==> src/rtl/ifetch_pkg.sv <==
// rtl/ifetch_pkg.sv - shared FSM encoding and constants for the instruction-fetch block
package ifetch_pkg;

  typedef enum logic [1:0] {
    S_IDLE = 2'd0,
    S_RUN  = 2'd1,
    S_HALT = 2'd2
  } fetch_state_t;

  localparam int INSTR_BYTES = 4;

endpackage

==> src/rtl/ifetch_fifo.sv <==
// rtl/ifetch_fifo.sv - synchronous prefetch FIFO of {pc,instr} entries
// flush overrides push and pop; head reads as zero while empty.
module ifetch_fifo #(
  parameter int WIDTH = 64,
  parameter int DEPTH = 2
) (
  input  logic             clk,
  input  logic             rst_n,
  input  logic             push,
  input  logic             pop,
  input  logic             flush,
  input  logic [WIDTH-1:0] wdata,
  output logic             full,
  output logic             empty,
  output logic [WIDTH-1:0] head
);

  localparam int PW = $clog2(DEPTH);

  logic [WIDTH-1:0] mem [DEPTH];
  logic [PW-1:0]    wr_ptr;
  logic [PW-1:0]    rd_ptr;
  logic [PW:0]      count;

  assign full  = (count == (PW+1)'(DEPTH));
  assign empty = (count == '0);
  assign head  = empty ? '0 : mem[rd_ptr];

  always_ff @(posedge clk or negedge rst_n) begin
    if (!rst_n) begin
      wr_ptr <= '0;
      rd_ptr <= '0;
      count  <= '0;
    end else if (flush) begin
      wr_ptr <= '0;
      rd_ptr <= '0;
      count  <= '0;
    end else begin
      if (push) wr_ptr <= wr_ptr + 1'b1;
      if (pop)  rd_ptr <= rd_ptr + 1'b1;
      count <= count + (PW+1)'(push) - (PW+1)'(pop);
    end
  end

  // Storage needs no reset: entries are only visible through count.
  always_ff @(posedge clk) begin
    if (push && !flush) mem[wr_ptr] <= wdata;
  end

endmodule

==> src/rtl/ifetch_ctrl.sv <==
// rtl/ifetch_ctrl.sv - fetch PC, run/halt FSM, redirect flush and decode handshake
// Reads a combinational ROM and buffers words in ifetch_fifo ahead of decode.
module ifetch_ctrl
  import ifetch_pkg::*;
#(
  parameter int                  ADDR_WIDTH = 32,
  parameter int                  DATA_WIDTH = 32,
  parameter logic [ADDR_WIDTH-1:0] RESET_PC = '0,
  parameter int                  FIFO_DEPTH = 2,
  parameter int                  CNT_WIDTH  = 32
) (
  input  logic                  i_clk,
  input  logic                  i_rst_n,
  output logic [ADDR_WIDTH-1:0] o_rom_addr,
  input  logic [DATA_WIDTH-1:0] i_rom_data,
  output logic                  o_valid,
  input  logic                  i_ready,
  output logic [DATA_WIDTH-1:0] o_instr,
  output logic [ADDR_WIDTH-1:0] o_pc,
  input  logic                  i_halt,
  input  logic                  i_redirect,
  input  logic [ADDR_WIDTH-1:0] i_redirect_pc,
  output logic                  o_misalign,
  output logic [CNT_WIDTH-1:0]  o_instr_cnt
);

  fetch_state_t state, state_nxt;
  logic [ADDR_WIDTH-1:0] fetch_pc;
  logic                  fifo_full;
  logic                  fifo_empty;
  logic [ADDR_WIDTH+DATA_WIDTH-1:0] fifo_head;
  logic                  pop;
  logic                  push;

  assign o_rom_addr = fetch_pc;
  assign o_valid    = !fifo_empty;
  assign o_pc       = fifo_head[ADDR_WIDTH+DATA_WIDTH-1:DATA_WIDTH];
  assign o_instr    = fifo_head[DATA_WIDTH-1:0];

  always_comb begin
    state_nxt = state;
    pop       = o_valid && i_ready;
    push      = 1'b0;
    case (state)
      S_IDLE: state_nxt = S_RUN;
      S_RUN: begin
        // A full FIFO still accepts a word when the head leaves this cycle.
        push = !i_redirect && (!fifo_full || pop);
        if (i_halt) state_nxt = S_HALT;
      end
      S_HALT: if (!i_halt) state_nxt = S_RUN;
      default: state_nxt = S_IDLE;
    endcase
  end

  always_ff @(posedge i_clk or negedge i_rst_n) begin
    if (!i_rst_n) begin
      state       <= S_IDLE;
      fetch_pc    <= RESET_PC;
      o_misalign  <= 1'b0;
      o_instr_cnt <= '0;
    end else begin
      state      <= state_nxt;
      o_misalign <= i_redirect && (i_redirect_pc[1:0] != 2'b00);
      if (i_redirect) begin
        fetch_pc <= {i_redirect_pc[ADDR_WIDTH-1:2], 2'b00};
      end else begin
        if (push) fetch_pc <= fetch_pc + ADDR_WIDTH'(INSTR_BYTES);
        if (pop)  o_instr_cnt <= o_instr_cnt + CNT_WIDTH'(1);
      end
    end
  end

  ifetch_fifo #(
    .WIDTH (ADDR_WIDTH + DATA_WIDTH),
    .DEPTH (FIFO_DEPTH)
  ) u_fifo (
    .clk   (i_clk),
    .rst_n (i_rst_n),
    .push  (push),
    .pop   (pop && !i_redirect),
    .flush (i_redirect),
    .wdata ({fetch_pc, i_rom_data}),
    .full  (fifo_full),
    .empty (fifo_empty),
    .head  (fifo_head)
  );

endmodule

==> config.mk <==
export PLATFORM = sky130hd
export DESIGN_NAME = ifetch_ctrl
export DESIGN_NICKNAME = d
export VERILOG_FILES = /design/src/rtl/ifetch_pkg.sv /design/src/rtl/ifetch_fifo.sv /design/src/rtl/ifetch_ctrl.sv
export SDC_FILE = /design/constraint.sdc
export NUM_CORES = 1
export LEC_CHECK = 0
export CORE_ASPECT_RATIO = 0.8
export CORE_MARGIN = 2
export CORE_UTILIZATION = 55
export CTS_BUF_LIST = sky130_fd_sc_hd__clkbuf_4 sky130_fd_sc_hd__clkbuf_8
export DETAILED_ROUTE_END_ITERATION = 16
export PLACE_DENSITY = 0.94
export SYNTH_ARGS = -nofsm -noshare
export SYNTH_HDL_FRONTEND = slang
export SYNTH_SLANG_ARGS = --single-unit
==> constraint.sdc <==
create_clock -name i_clk -period 6.9 [get_ports i_clk]
set_input_delay 1.38 -clock i_clk [delete_from_list [all_inputs] [get_ports i_clk]]
set_output_delay 1.38 -clock i_clk [all_outputs]
set_load 0.01 [all_outputs]
# Yosys cells after proc, flatten, opt, wreduce, memory -nomap -nowiden

Memories as Yosys holds them, arrays and structs flattened.
Cells that the tools add are included.

Bits in registers: 71
RAM bits: 128
Input port bits: 69
Output and inout port bits: 130
Memories: 1

Add/subtract/negate cells: 6
Equality and inequality tests: 5
Mux-type cells: 14
Bitwise operators: 1
Reduce and logical (&&, ||, !) cells: 16

Memory list:

| memory     | depth | width | rd ports | clocked after memory_dff | write ports | RTL line          | RTL |
|---|---|---|---|---|---|---|---|
| u_fifo.mem | 2     | 64    | 1        | 0                        | 1           | ifetch_fifo.sv:20 | `logic [WIDTH-1:0] mem [DEPTH];` |

Operators with widths:

| operator                                      | count |
|---|---|
| two-way mux 32 bit                            | 2 |
| two-way mux 64 bit                            | 1 |
| adder 32 x 1 -> 32 bit, second input constant | 1 |
| adder 32 x 3 -> 32 bit, second input constant | 1 |
| two-way mux 1 bit                             | 7 |
| two-way mux 2 bit                             | 3 |
| one-hot mux 2 bit (3 select lines)            | 1 |
| nonzero test 2 bit                            | 3 |
| logical AND 1 bit                             | 5 |
| == test 2 bit, second input constant          | 2 |
| zero test 2 bit                               | 2 |
| != test 2 bit, second input constant          | 2 |
| AND reduction 2 bit                           | 2 |
| zero test 1 bit                               | 3 |
| adder 1 bit, second input constant            | 2 |
| adder 2 x 1 -> 2 bit                          | 1 |
| == test 2 x 1 -> 1 bit, second input constant | 1 |
| subtractor 2 x 1 -> 2 bit                     | 1 |
| logical OR 1 bit                              | 1 |
| NOT 1 bit                                     | 1 |

# Depth between registers and ports, before layout

Gate-level depths: netlist of run 1.

Depth in word-level cells: 9
Mapped depth: 7

# Modules after synthesis

From an unflattened synthesis of run 1, not the netlist that was laid out.

Cell total of the unflattened synthesis: 631
Area, all modules: 8485.6 um2

By module, submodules not included:

| module      | instances | cells an instance | area each (um2) | seq. area each (um2) |
|---|---|---|---|---|
| ifetch_fifo | 1         | 289               | 5096.1          | 3943.8 |
| ifetch_ctrl | 1         | 342               | 3389.5          | 1626.6 |

# Worst setup path after synthesis of run 1

Ideal clock, no wire load.

Path type: in2reg
From: in i_redirect
To: mem u_fifo.mem[0][0] (enable)
Library setup time: 0.484 ns
Arrival time: 4.961 ns
Data required time: 6.416 ns
Setup slack: 1.455 ns
Stages: 5
Buffers on the path: 2
Cell sequence: or3b_1 or2_1 buf_2 clkbuf_1 nor2_1

Longest elaborated chain between the ends: 6

RTL lines:

| element                                   | RTL line                             | RTL |
|---|---|---|
| from (decl)                               | ifetch_ctrl.sv:21                    | `input logic i_redirect,` |
| zero test 1 bit *                         | ifetch_fifo.sv:47, ifetch_ctrl.sv:48 |  |
| logical AND 1 bit                         | ifetch_ctrl.sv:48                    | `push = !i_redirect && (!fifo_full \|\| pop);` |
| two-way mux 1 bit                         | ifetch_ctrl.sv:44                    | `case (state)` |
| logical AND 1 bit *                       | ifetch_fifo.sv:47                    | `if (push && !flush) mem[wr_ptr] <= wdata;` |
| two-way mux 1 bit *                       | ifetch_fifo.sv:47                    |  |
| two-way mux 1 bit (implied by the code) * | ifetch_fifo.sv:47                    |  |
| to (decl)                                 | ifetch_fifo.sv:20                    |  |

Every way passes the cells marked *; elsewhere a longest branch is shown, timed or not.

# Final worst setup path of run 1

From: in i_redirect
To: mem u_fifo.mem[1][8] (enable)

Same word-level chain as after synthesis.

==> flow_summary_export.csv, run 1 <==
group,metric,value,unit
pwr,p_int,2.32,mW
sta,worst_pin_slew,1130,ps
pwr,power.switching,1.10,mW
critical_path,rrSetupSlack,3770,ps
placed_design,port_buffers,194,
cells_and_area,final_area,0.0107,mm^2
clock_tree,htree_levels,4,
critical_path,crit_start,"i_redirect",
sta,setup-tns-final,0,ps
routing,viasPerCell,5.79,
pwr,p_leak,3.89,nW
clock_tree,clock_latency,460,ps
grt,track_usage,0.252,
floorplan,coreArea,0.0144,mm^2
pwr,seq_power_share,0.477,
critical_path,cp-start-kind,"primary input",
yosys,synth.avg_cell_area,13.2,um^2
critical_path,worst_ep_arrival_time,4520,ps
routing,vias,5848,
grt,grt_max_degree,70,
placed_design,routabilityCongestion,0.822,
flow_run,maxCapViolCount,0,
grt,met2_usage,0.424,
pwr,ir_drop,183,uV
cells_and_area,final_cell_mix,"193 x clkdlybuf4s50_1, 124 x edfxtp_1, 89 x nor2_1",
yosys,synth_seq_area_share,0.667,
clock_tree,cts_setup_buffers,0,
floorplan,die_area,0.0159,mm^2
cells_and_area,final_common_cell,"clkdlybuf4s50_1",
cells_and_area,layout.nets,887,
floorplan,die_w,140,um
grt,grtUsageMet3,0.0749,
sta,slew_viol_final,0,
sta,hold_viol,0,
grt,antenna_found_initial,0,
yosys,syn_inst,621,
clock_tree,numCtsBuffers,17,
critical_path,reg2reg_from,"state[1]",
yosys,ys_async_sr_fraction,0.358,
critical_path,crit_required,7030,ps
sta,final.period_utilization,0.636,
clock_tree,path_clk_slew,90,ps
floorplan,start_util,0.568,
pwr,combPwrFrac,0.305,
clock_tree,cts_sinks,193,
cells_and_area,area_delta_synth_final,30.9,%
yosys,synth.top_cell.area_share,0.456,
sta,max_freq,228,MHz
floorplan,num_io_pins,199,
placed_design,place_inst,979,
clock_tree,clk_path_buf_depth,2,
routing,drt_iter0_drc,480,
pwr,switching_share,0.321,
outcome,status,"complete, no violations",
critical_path,crit_path_end,"u_fifo.mem[1][8]",
yosys,netlist_top_cells_area,"edfxtp_1 46%, dfrtp_1 21%, mux2i_1 7.7%",
sta,fin_crit,4390,ps
pwr,clkPwrFrac,0.218,
critical_path,r2r_end,"u_fifo.mem[1][8]",
sta,relSlewSlack,0.249,
placed_design,dp_hpwl,13.5,mm
yosys,synth_area,0.00817,mm^2
sta,rsz0062_at_grt,"false",
clock_tree,ctsResizeCount,0,
min_path,hold_path_class,"flip-flop to flip-flop",
clock_tree,cts_hold_buf,0,
sta,fin_skew,12.7,ps
grt,busiest_layer,"met2",
floorplan,rows,39,
grt,grt_overflow,0,
routing,drt_first_pass_iters,5,
grt,met1_usage,0.322,
yosys,ys_warn_count,0,
cells_and_area,drive_gt1_frac,0.0666,
critical_path,crit_type,"primary input to flip-flop",
yosys,yosys_register_bits,193,
routing,wl_per_cell,19.3,um
floorplan,die_y,113,um
clock_tree,cts_tree,"done",
routing,routed_wl,19.5,mm
routing,route.detailed.drc,0,
cells_and_area,n_antenna_cell,0,
yosys,synth_ff_type,"edfxtp_1",
critical_path,critPathCaptureType,"flip-flop",
pwr,power_density,320,mW/mm^2
grt,grt_pass1_wl,31.0,mm
clock_tree,root_buffer,"clkbuf_8",
routing,ant_nets,0,
min_path,worstHoldStart,"o_instr_cnt[31]",
critical_path,r2r_cells,5,
yosys,yosys.area.top_type,"edfxtp_1",
yosys,synth-edff-count,124,
grt,grt_pass1_vias,5952,
cells_and_area,fin_cells,1010,
sta,setup_violations,0,
yosys,yosysUniqueCellTypes,54,
placed_design,dpl_cell_area,0.0103,mm^2
critical_path,cp_max_fo,42,
-- state kept, by name (all words and copies together) (netlist names) --
signal         cells
u_fifo.mem       124
o_instr_cnt       32
o_rom_addr        30
state              2
u_fifo.count       2
o_misalign         1
u_fifo.rd_ptr      1
u_fifo.wr_ptr      1
-- cells in the mapped netlist, drive strengths merged (8+ instances only) --
cell and count:
and3 9, buf 11, clkbuf 18, dfrtp 69, edfxtp 124, inv 11, mux2i 63, nand2 49
nand3 32, nand4 16, nor2 91, o211ai 18, o21ai 8, o311ai 20, xnor2 17, xor2 17
-- power groups by stage --
stage               registers [mW]  logic, mW  clock network (mW)
CTS                           1.63       1.05               0.762
global placement              1.64       1.02                   0
global route                  1.66       1.13               0.812
finish                        1.63       1.04               0.748
floorplan                     1.58      0.564                   0
detailed placement            1.66       1.05                   0
-- kinds of logic after synthesis --
| kind of cell | count (synthesis) | synth area share |
|---|---|---|
| fa+ha+maj | 4 | 0.00612 |
| mux | 64 | 0.0785 |
| buf+inv | 41 | 0.0211 |
| other cells | 1 | 0.000459 |
| xor+xnor | 34 | 0.0364 |
| simple gates | 227 | 0.135 |
| compound gates | 57 | 0.0554 |
| flops | 193 | 0.667 |
-- per-layer routing --
layer,part of all wire,up-vias
met4,0.020,0
met1,0.40,2859
met5,0,-
li1,-,2670
met2,0.49,282
met3,0.089,37
-- worst min-delay path by stage --
stage                            endpoint  cells past startpoint
final                     o_instr_cnt[31]                      1
after global routing      o_instr_cnt[31]                      1
after CTS                 o_instr_cnt[31]                      1
after detailed placement  o_instr_cnt[31]                      1
after global placement    o_instr_cnt[31]                      1
after floorplan             u_fifo.wr_ptr                      1
-- worst max-delay path: stages --
cell             delay (ps)
clkdlybuf4s50_1         410
buf_4                   280
or3b_1                  470
or2_1                   450
clkinv_2                220
and2_2                  800
buf_4                   480
-- layout make-up --
type                            count  area, um^2
Fill cell                         899        3700
Clock buffer                       17         234
Inverter                           12        46.3
Multi-Input combinational cell    390        2580
Clock inverter                     14         173
Timing Repair Buffer              200        1980
Tap cell                          184         230
Sequential cell                   193        5450
-- through the flow --
stage,utilization,setup WS (ps),power [mW],hold WS (ps)
after floorplan,-,1460,2.14,464
after global placement,0.715,2180,2.66,458
after detailed placement,0.715,2050,2.70,475
after CTS,0.743,2520,3.45,498
after global routing,0.743,2340,3.60,515
final,0.743,2510,3.42,491
(Power assumes the default switching activity.)
==> inputs of run 2 (changes only) <==
Settings changed: CORE_UTILIZATION 55 to 51, PLACE_DENSITY 0.94 to 0.88.
Clock period 6.9 ns to 4.2 ns, I/O delays scaled along.
==> run 2 against run 1 <==
Compared with the run above: combinational power up 76%; die area up 7.6%; sequential power up 60%; flip-flop and latch count unchanged; routed wire length down 0.34%; utilization down 5.7 points; design area up 0.95%; clock power up 64%; register-to-register slack worse by 1800 ps; non-clock buffer count up 5; power up 65%; clock skew up 1.4 ps; highest routed layer is now met5.
==> flow_summary_export.csv, run 2 (synthesized netlist as in run 1, its figures left out) <==
group,metric,value,unit
cells_and_area,fill_cells,1090,
floorplan,start_util,0.519,
grt,grt_pass1_wl,29.8,mm
critical_path,critPathCaptureType,"primary output",
placed_design,place_inst,1015,
placed_design,port_buffers,194,
routing,wl_per_cell,18.5,um
routing,routed_wl,19.4,mm
min_path,hold_path_class,"primary input to async pin",
pwr,p_total,5.66,mW
cells_and_area,fin_cells,1047,
sta,final.period_utilization,0.778,
cells_and_area,n_antenna_cell,0,
flow_run,maxCapViolCount,0,
cells_and_area,largest_reg_flops,124,
clock_tree,cts_sinks,193,
routing,viasPerCell,5.48,
grt,grt_overflow,0,
critical_path,crit_type,"flip-flop to primary output",
floorplan,coreArea,0.0157,mm^2
floorplan,die_area,0.0171,mm^2
floorplan,num_io_pins,199,
sta,fin_crit,3270,ps
clock_tree,root_buffer,"clkbuf_8",
pwr,p_leak,3.93,nW
routing,drt_first_pass_iters,4,
clock_tree,cts_hold_buf,0,
clock_tree,clk_path_buf_depth,2,
placed_design,routabilityCongestion,0.798,
clock_tree,cts_tree,"done",
routing,drt_iter0_drc,335,
critical_path,worst_ep_arrival_time,2430,ps
critical_path,cp-start-kind,"flip-flop",
critical_path,cp_max_fo,45,
sta,hold_viol,0,
clock_tree,cts_setup_buffers,0,
grt,grt_pass1_vias,5624,
floorplan,die_y,117,um
grt,track_usage,0.230,
floorplan,die_w,146,um
cells_and_area,final_cell_mix,"193 x clkdlybuf4s50_1, 124 x edfxtp_1, 89 x nor2_1",
routing,route.detailed.drc,0,
sta,setup_violations,0,
grt,grt_max_degree,64,
cells_and_area,layout.nets,892,
cells_and_area,drive_gt1_frac,0.0745,
critical_path,crit_required,3360,ps
clock_tree,htree_levels,4,
outcome,status,"complete, no violations",
grt,antenna_found_initial,1,
sta,rsz0062_at_grt,"false",
routing,ant_nets,0,
sta,relSlewSlack,0.411,
clock_tree,clock_latency,470,ps
sta,slew_viol_final,0,
sta,fin_skew,14.1,ps
clock_tree,path_clk_slew,100,ps
routing,vias,5734,
sta,worst_pin_slew,876,ps
pwr,power_density,524,mW/mm^2
pwr,ir_drop,337,uV
cells_and_area,largest-register,"u_fifo.mem",
sta,max_freq,306,MHz
sta,setup-tns-final,0,ps
clock_tree,numCtsBuffers,17,
clock_tree,ctsResizeCount,0,
cells_and_area,final_common_cell,"clkdlybuf4s50_1",
cells_and_area,area_delta_synth_final,32.1,%
floorplan,rows,41,
placed_design,dp_hpwl,13.4,mm
==> run 2: worst paths after layout <==
check | cells past startpoint | end | slack [ps] | startpoint
worst max register to register | 5 | u_fifo.mem[0][50] | 1970 | state[1]
max in group asynchronous | 2 | o_rom_addr[18] | 3000 | i_rst_n
worst max-delay path | 4 | o_instr[27] | 930 | u_fifo.rd_ptr
min in group i_clk | 1 | o_instr_cnt[31] | 480 | o_instr_cnt[31]
worst min register to register | 1 | o_instr_cnt[31] | 480 | o_instr_cnt[31]
worst min-delay path | 1 | o_instr_cnt[3] | 420 | i_rst_n
==> run 2: per-stage QoR <==
stage | setup slack, ps | hold slack, ps | area (um^2) | util
2_1_floorplan | 346 | 484 | 8190 | -
3_3_place_gp | 1090 | 459 | 10400 | 0.660
3_5_place_dp | 1060 | 456 | 10400 | 0.660
4_1_cts | 896 | 413 | 10800 | 0.686
5_1_grt | 843 | 453 | 10800 | 0.686
6_report | 934 | 423 | 10800 | 0.686
==> run 2: area by class of cell <==
| class | count | area, um^2 | share of cell area |
|---|---|---|---|
| Clock inverter | 14 | 159 | 0.0147 |
| Tap cell | 215 | 269 | 0.0249 |
| Timing Repair Buffer | 205 | 2040 | 0.189 |
| Sequential cell | 193 | 5450 | 0.505 |
| Clock buffer | 18 | 248 | 0.0229 |
| Inverter | 12 | 46.3 | 0.00429 |
| Multi-Input combinational cell | 390 | 2580 | 0.239 |
==> run 2: where the power goes <==
part	switching, mW	internal, mW
logic	0.918	0.908
clock network	0.712	0.517
registers	0.222	2.38
==> run 2: critical path: stages (launching register included) <==
cell and delay, ps:
dfrtp_4 670, buf_12 340, mux2i_1 280, nor2_1 80, clkdlybuf4s50_1 530
==> run 2: layer usage <==
layer,GRT usage,routed length [um],up-vias
li1,-,-,2686
met1,0.295,8220,2774
met2,0.374,9160,237
met3,0.0736,1640,35
met4,0.0863,385,2
met5,0,16,-
